$ cat config.mk
export PLATFORM = sky130hd
export DESIGN_NAME = signed_div_sequencer
export DESIGN_NICKNAME = d
export VERILOG_FILES = /design/src/rtl/signed_div_sequencer.sv
export SDC_FILE = /design/constraint.sdc
export NUM_CORES = 1
export LEC_CHECK = 0
export CAP_MARGIN = 15
export CORE_MARGIN = 1.5
export CORE_UTILIZATION = 46
export DETAILED_ROUTE_END_ITERATION = 10
export HOLD_SLACK_MARGIN = 0.08
export PLACE_DENSITY = 0.77
export SKIP_LAST_GASP = 1
export SYNTH_ARGS = -nofsm -noshare
export SYNTH_HDL_FRONTEND = slang
export SYNTH_SLANG_ARGS = --single-unit
$ cat constraint.sdc
create_clock -name Clk -period 3.3 [get_ports Clk]
set_input_delay 0.33 -clock Clk [delete_from_list [all_inputs] [get_ports Clk]]
set_output_delay 0.33 -clock Clk [all_outputs]
set_load 0.01 [all_outputs]
$ cat src/rtl/signed_div_sequencer.sv
// Signed division controller around an external unsigned array divider.
// One shared two's-complement negator handles both operand and both result sign fixes.

module twos_complement #(
  parameter int N = 8
) (
  input  logic [N-1:0] in,
  input  logic         flip,
  output logic [N-1:0] out
);
  assign out = flip ? ((~in) + {{(N-1){1'b0}}, 1'b1}) : in;
endmodule

module signed_div_sequencer #(
  parameter int N       = 8,
  parameter int DIV_LAT = 1
) (
  input  logic         Clk,
  input  logic         Reset,
  input  logic         Start,
  output logic         Ready,
  input  logic [N-1:0] Dividend,
  input  logic [N-1:0] Divisor,
  output logic [N-1:0] Div_A,
  output logic [N-1:0] Div_B,
  input  logic [N-1:0] Div_Q,
  input  logic [N-1:0] Div_R,
  output logic [N-1:0] Quotient,
  output logic [N-1:0] Remainder,
  output logic         Done,
  output logic         DivByZero,
  output logic         Overflow
);
  localparam int CW = $clog2(DIV_LAT + 1);

  typedef enum logic [2:0] {
    IDLE, NEG_A, NEG_B, DIV, FIX_Q, FIX_R, DONE
  } state_t;

  state_t        state, next;
  logic [N-1:0]  a_l, b_l, q_c, r_c;
  logic          sa, sb;
  logic [CW-1:0] cnt;
  logic [N-1:0]  neg_in, neg_out;
  logic          neg_flip;

  twos_complement #(.N(N)) u_neg (
    .in   (neg_in),
    .flip (neg_flip),
    .out  (neg_out)
  );

  // Negator steering doubles as next-state logic; unused states park it at 0.
  always_comb begin
    next     = state;
    neg_in   = '0;
    neg_flip = 1'b0;
    case (state)
      IDLE:  if (Start) next = NEG_A;
      NEG_A: begin
        neg_in   = a_l;
        neg_flip = sa;
        next     = NEG_B;
      end
      NEG_B: begin
        neg_in   = b_l;
        neg_flip = sb;
        next     = (neg_out == '0) ? DONE : DIV;
      end
      DIV:   if (cnt == CW'(1)) next = FIX_Q;
      FIX_Q: begin
        neg_in   = q_c;
        neg_flip = sa ^ sb;
        next     = FIX_R;
      end
      FIX_R: begin
        neg_in   = r_c;
        neg_flip = sa;
        next     = DONE;
      end
      DONE:  next = IDLE;
      default: next = IDLE;
    endcase
  end

  always_ff @(posedge Clk) begin
    if (Reset) begin
      state     <= IDLE;
      a_l       <= '0;
      b_l       <= '0;
      sa        <= 1'b0;
      sb        <= 1'b0;
      q_c       <= '0;
      r_c       <= '0;
      cnt       <= '0;
      Div_A     <= '0;
      Div_B     <= '0;
      Quotient  <= '0;
      Remainder <= '0;
      DivByZero <= 1'b0;
      Overflow  <= 1'b0;
    end else begin
      state <= next;
      case (state)
        IDLE: if (Start) begin
          a_l       <= Dividend;
          b_l       <= Divisor;
          sa        <= Dividend[N-1];
          sb        <= Divisor[N-1];
          DivByZero <= 1'b0;
          Overflow  <= 1'b0;
        end
        NEG_A: Div_A <= neg_out;
        NEG_B: begin
          Div_B <= neg_out;
          if (neg_out == '0) begin
            Quotient  <= '1;
            Remainder <= a_l;
            DivByZero <= 1'b1;
          end else begin
            cnt <= CW'(DIV_LAT);
          end
        end
        DIV: begin
          if (cnt == CW'(1)) begin
            q_c <= Div_Q;
            r_c <= Div_R;
          end else begin
            cnt <= cnt - CW'(1);
          end
        end
        FIX_Q: Quotient <= neg_out;
        FIX_R: begin
          Remainder <= neg_out;
          // Most-negative / -1 wraps naturally to most-negative; only the flag is extra.
          Overflow  <= (a_l == {1'b1, {(N-1){1'b0}}}) && (b_l == '1);
        end
        default: ;
      endcase
    end
  end

  assign Ready = (state == IDLE);
  assign Done  = (state == DONE);

endmodule

* Word-level counts from Yosys, hierarchy flattened
Cells that the tools add are included.
Word-level totals: bits in registers 72, bits of input ports 35, output and inout bits 36, word-level logic and storage cells 65
Cells by class: add/subtract/negate cells 2, equality and inequality tests 12, multiplexer cells 18, bitwise gates (word level) 2, reductions and logical operators 17
Operators by type and width (number):
- case mux 8 bit (2 select lines) | 2
- case mux 8 bit (4 select lines) | 1
- two-way mux 8 bit | 3
- case mux 3 bit (6 select lines) | 1
- equality test 8 bit, second input constant | 2
- AND reduction 2 bit | 7
- nonzero test 2 bit | 5
- equality test 3 bit, second input constant | 3
- two-way mux 3 bit | 3
- adder 8 x 1 -> 8 bit, second input constant | 1
- zero test 8 bit | 1
- != test 2 bit, second input constant | 4
- inverter 8 bit | 1
- equality test 3 x 2 -> 1 bit, second input constant | 2
- case mux 1 bit (2 select lines) | 3
- two-way mux 1 bit | 4
- equality test 3 x 1 -> 1 bit, second input constant | 1
- zero test 3 bit | 1
- case mux 1 bit (3 select lines) | 1
- AND reduction 3 bit | 1
- OR reduction 2 bit | 1
- logical AND 1 bit | 1
- subtractor 1 bit, second input constant | 1
- bitwise XOR 1 bit | 1

* Depth between registers and ports, before layout
depth in word-level cells 8, mapped depth 15, depth with buffers taken out 12

* Modules after synthesis
Synthesis repeated with hierarchy kept, for this count alone.
Second synthesis, totals: cell total of the unflattened synthesis 366, area total of the unflattened synthesis 3069.2 um2
By module, submodules not included:
- signed_div_sequencer | instances 1, cells each 345, area an instance 2897.8 um2, sequential area each 1401.3 um2
- twos_complement | instances 1, cells each 21, area an instance 171.4 um2, sequential area each 0.0 um2

* Least setup slack after synthesis
Ideal clock, no wire load.
path type reg-to-reg, start point register state[2], end point register state[2], library setup time 86 ps, arrival time 3187 ps, required time 3214 ps, path slack 27 ps, cell stages (with the launch flop) 16, path buffers 3, clock period less this slack 3273 ps, cell sequence dfxtp_1 > buf_6 > buf_6 > nor3b_4 > a22o_1 > or2_1 > inv_1 > ha_1 > nor2b_1 > a2bb2oi_1 > xor2_1 > nand3b_1 > or4_1 > buf_2 > or3_1 > a221oi_2
Between the ends: word-level cells in the longest chain between the ends 8, elaborated cells on any way between the ends 18, classes of those cells add/sub: 1; eq/ne: 7; mux: 5; bitwise: 1; reduce/logical: 4
Ends and longest elaborated chain:
- from (decl) | line 40 | state_t state, next;
- from (signal assigned) | line 103 | state <= next;
- equality test 3 bit, or another cell as far along | line 58 | case (state)
- case mux 8 bit (4 select lines) | line 58
- inverter 8 bit | line 11 | assign out = flip ? ((~in) + {{(N-1){1'b0}}, 1'b1}) : in;
- adder 8 x 1 -> 8 bit | line 11
- two-way mux 8 bit | line 11
- zero test 8 bit | line 68 | next = (neg_out == '0) ? DONE : DIV;
- two-way mux 3 bit | line 68
- case mux 3 bit (6 select lines) | line 58
Parallel ways exist; a longest one is shown, timed or not. A chain may end at the register's enable or synchronous reset.

* Worst setup path in the final report
start point register state[0], end point register Remainder[0]
Between the ends: word-level cells in the longest chain between the ends 8, elaborated cells on any way between the ends 15, classes of those cells add/sub: 1; eq/ne: 5; mux: 4; bitwise: 1; reduce/logical: 4
Ends and longest elaborated chain:
- equality test 3 bit, or another cell as far along | line 58, 104
- case mux 8 bit (4 select lines) | line 58
- inverter 8 bit | line 11
- adder 8 x 1 -> 8 bit | line 11
- two-way mux 8 bit | line 11
- zero test 8 bit | line 116 | if (neg_out == '0) begin
- != test 2 bit (no source line)
- AND reduction 2 bit (no source line)
- to (signal assigned) | line 118 | Remainder <= a_l;
- to (signal assigned) | line 134 | Remainder <= neg_out;
- to (decl) | line 29 | output logic [N-1:0] Remainder,
Parallel ways exist; a longest one is shown, timed or not.

==> summary.md <==
| Metric | Value |
|---|---|
| RD Place Congestion | `between 0.9 and 1` |
| Cell family with most CP delay | `simple AND/OR/NAND/NOR gates` |
| Post-layout power | `2.89 mW` |
| Ratio of final minimum period to clock period | `0.968` |
| Layout Nets | `530` |
| Final hold vios | `0` |
| CP cell instances | `or4bb_4 -> o211ai_2 -> inv_1 -> ha_4 -> nor2b_1 -> a2bb2oi_2 -> xor2_1 -> nand3b_1 -> or4_4 -> buf_6 -> o31ai_1 -> a311oi_1` |
| CTS Buffer Depth | `2` |
| First-pass GRT wire length | `around 15000 um` |
| Post-synth EDFFs | `0` |
| Final setup violation count | `0` |
| Proportion of synthesized area in mux cells | `0.0234` |
| Via count | `3339` |
| Fin crit period | `~3.2 ns` |
| Worst path required time | `approximately 3.5 ns` |
| CP max stage delay | `0.57 ns` |
| Relative slew slack | `0.470` |
| Cells after Synth | `between 400 and 500` |
| Top-count cell post-synth | `nand2_1` |
| Drt pass-1 iters | `5` |
| DR iter-0 viols | `279` |
| Warnings from Yosys | `0` |
| Post-synth top area share | `0.430` |
| Cts bufs inserted | `9` |
| Setup crit start kind | `register` |
| IO Port Bufs | `70` |
| Die footprint | `0.00759 mm2` |
| Worst-path clk slew | `about 0.080 ns` |
| Synth Area in XOR/XNOR | `0.0161` |
| Die W | `~87 um` |
| HP Class | `register to register` |
| Initial Util | `0.477` |
| Post-synthesis compound-gate area fraction | `0.215` |
| Area Growth Syn to Fin | `38.9%` |
| Die H | `roughly 87 um` |
| Fraction of layout cells with a size suffix above 1 | `0.157` |
| FILL cells | `between 600 and 700` |
| VDD IR-drop max | `between 300 and 400 uV` |
| Synth cell types | `62` |
| Core area | `between 0.006 and 0.007 mm2` |
| Num rows | `30` |
| # IOs | `71` |
| Leading post-synthesis cells by cell area | `dfxtp_1 (43%), nand2_1 (11%), a21oi_1 (8.3%)` |
| Largest net degree at the start of global routing | `43` |
| Post-Synth Adder-Cell Area | `0.00384` |
| Post-Syn Nets | `440` |
| Clk Latency, worst-skew pair | `about 0.35 ns` |
| Yosys top cell by area | `dfxtp_1` |
| # diodes | `0` |
| Simple logic cell fraction of the synthesized area | `0.267` |
| Grt ovf | `0` |
| Critical path class | `register to register` |
| Asr flop ratio synth | `0` |
| Post-synth top flop | `dfxtp_1` |
| Post-CTS Setup Inserts | `0` |
| Worst Skew | `approximately 0.0091 ns` |
| Routed WL | `just under 10000 um` |
| Total track usage | `0.268` |
| CTS root buffer | `clkbuf_8` |
| Maximum clock frequency | `between 300 and 400 MHz` |
| Largest family of logic cells by synthesized area | `simple AND/OR/NAND/NOR gates` |
| Placed insts | `579` |
| Register Area | `0.00141 mm2` |
| Seq/Total Area, Yosys | `0.430` |
| TritonCTS clock tree | `yes` |
| Mean post-synth cell area | `about 8 um2` |
| Vias per cell | `~5.6` |
| Pwr Density | `about 640 mW/mm2` |
| Slew of the pin with the lowest slew margin | `0.794 ns` |
| Number of global-route vias before repair | `between 3000 and 4000` |
| Antenna viol nets, final | `0` |
| Non-Filler Instances | `slightly below 600` |
| Drt drc | `0` |
| CP max FO | `12` |
| Pins over their slew limit | `0` |
| Max-cap violations | `0` |
| Critical Path AT | `approximately 3.4 ns` |
| CP endpoint kind | `register` |
| Initial antenna violation count | `0` |
| Crit path buffers/inverters | `2` |
| Post-DP HPWL | `~7000 um` |
| CTS sink cnt | `70` |
| Multi-input gate area | `approximately 0.0018 mm2` |
| Synthesized area | `~0.0033 mm2` |
| Leakage power | `approximately 1.6 nW` |
| Wire per inst | `16.2 um` |
| Post-synthesis register bit count | `70` |
| H-tree levels | `3` |
| Status | `complete, no violations` |
| Critical path's slowest cell | `or4bb_4` |
| Commonest cells in the netlist | `nand2_1 (97), dfxtp_1 (70), a21oi_1 (54), nor2_1 (33), clkbuf_1 (20)` |
## per-stage QoR
| step | hold WS [ns] | utilization | cell area, um2 | setup WS (ns) | setup TNS, ns |
|---|---|---|---|---|---|
| 2_1_floorplan | 0.431 | - | 3260 | 0.0271 | 0 |
| 3_3_place_gp | 0.447 | 0.618 | 4220 | 0.112 | 0 |
| 3_5_place_dp | 0.449 | 0.618 | 4220 | -0.0442 | -0.259 |
| 4_1_cts | 0.460 | 0.651 | 4450 | 0.0410 | 0 |
| 5_1_grt | 0.480 | 0.662 | 4520 | -0.00308 | -0.00410 |
| 6_report | 0.460 | 0.662 | 4520 | 0.106 | 0 |
## registers in the layout (all words and copies together) (netlist names)
| register | count |
|---|---|
| state | 3 |
| Quotient | 8 |
| a_l | 8 |
| cnt | 1 |
| b_l | 8 |
| r_c | 8 |
| q_c | 8 |
| DivByZero | 1 |
| Div_B | 8 |
| Remainder | 8 |
| Div_A | 8 |
| Overflow | 1 |
## final timing paths
kind                                       startpoint                        end  slack, ns  cells past startpoint
worst min-delay path            Div_A[3]$_SDFFE_PP0N_      Div_A[3]$_SDFFE_PP0N_       0.46                      2
worst max register to register  state[0]$_SDFFE_PP0P_  Remainder[0]$_SDFFE_PP0P_       0.11                     12
worst max-delay path            state[0]$_SDFFE_PP0P_  Remainder[0]$_SDFFE_PP0P_       0.11                     12
worst min register to register  Div_A[3]$_SDFFE_PP0N_      Div_A[3]$_SDFFE_PP0N_       0.46                      2
## logic make-up (layout without fill, tap and decap cells)
group / count (synthesis) / count (layout)
xor gates and xnor gates: 6 / 6
AOI/OAI and AO/OA: 107 / 107
muxes: 7 / 7
and+or+nand+nor: 181 / 181
adders and majority gates: 1 / 1
DFF: 70 / 70
buffers and inverters: 32 / 126
## tightest hold or removal path, stage by stage, from the launching register on
cell and delay [ns]:
dfxtp_1 0.31, nand2_1 0.05, a21oi_1 0.05
## power by group
part / internal (mW) / switching [mW]
clock network: 0.443 / 0.328
registers: 0.952 / 0.104
logic: 0.493 / 0.575
## what timing repair did
action / in CTS / in global routing
setup endpoints to repair: 9 / 19
endpoints found under the hold margin: 0 / 0
hold buffers: 0 / 0
gates resized for setup: 2 / 17
pin swaps: 0 / 1
## routing by layer
| metal | vias to the layer above | GRT usage | share of wire |
|---|---|---|---|
| li1 | 1606 | - | - |
| met3 | 25 | 0.0588 | 0.066 |
| met5 | - | 0 | 0 |
| met2 | 141 | 0.416 | 0.46 |
| met1 | 1567 | 0.367 | 0.45 |
| met4 | 0 | 0.0981 | 0.022 |
## layout make-up
type	instances	share of cell area
repair buffers	107	0.217
flip-flops and latches	70	0.311
clock buffers	10	0.0304
multi-input cells	302	0.393
clock inverters	5	0.0185
inverters	4	0.00332
well taps	96	0.0266
## cell usage in the layout (no fill, tap or decap), types with 3 or more instances in the layout
| master | n |
|---|---|
| a211oi_1 | 7 |
| a22oi_1 | 4 |
| o31ai_2 | 5 |
| dfxtp_1 | 67 |
| a221oi_1 | 3 |
| a31oi_1 | 5 |
| inv_1 | 4 |
| nor3_1 | 5 |
| nor2_1 | 33 |
| nand4_1 | 9 |
| mux2i_1 | 4 |
| clkbuf_8 | 10 |
| xnor2_1 | 4 |
| nor2b_1 | 9 |
| nand2b_1 | 3 |
| o31ai_1 | 4 |
| a311oi_1 | 7 |
| nand2_1 | 97 |
| buf_4 | 35 |
| clkdlybuf4s50_1 | 69 |
| a21oi_1 | 54 |
No activity file was read; power rests on OpenSTA's default activity.
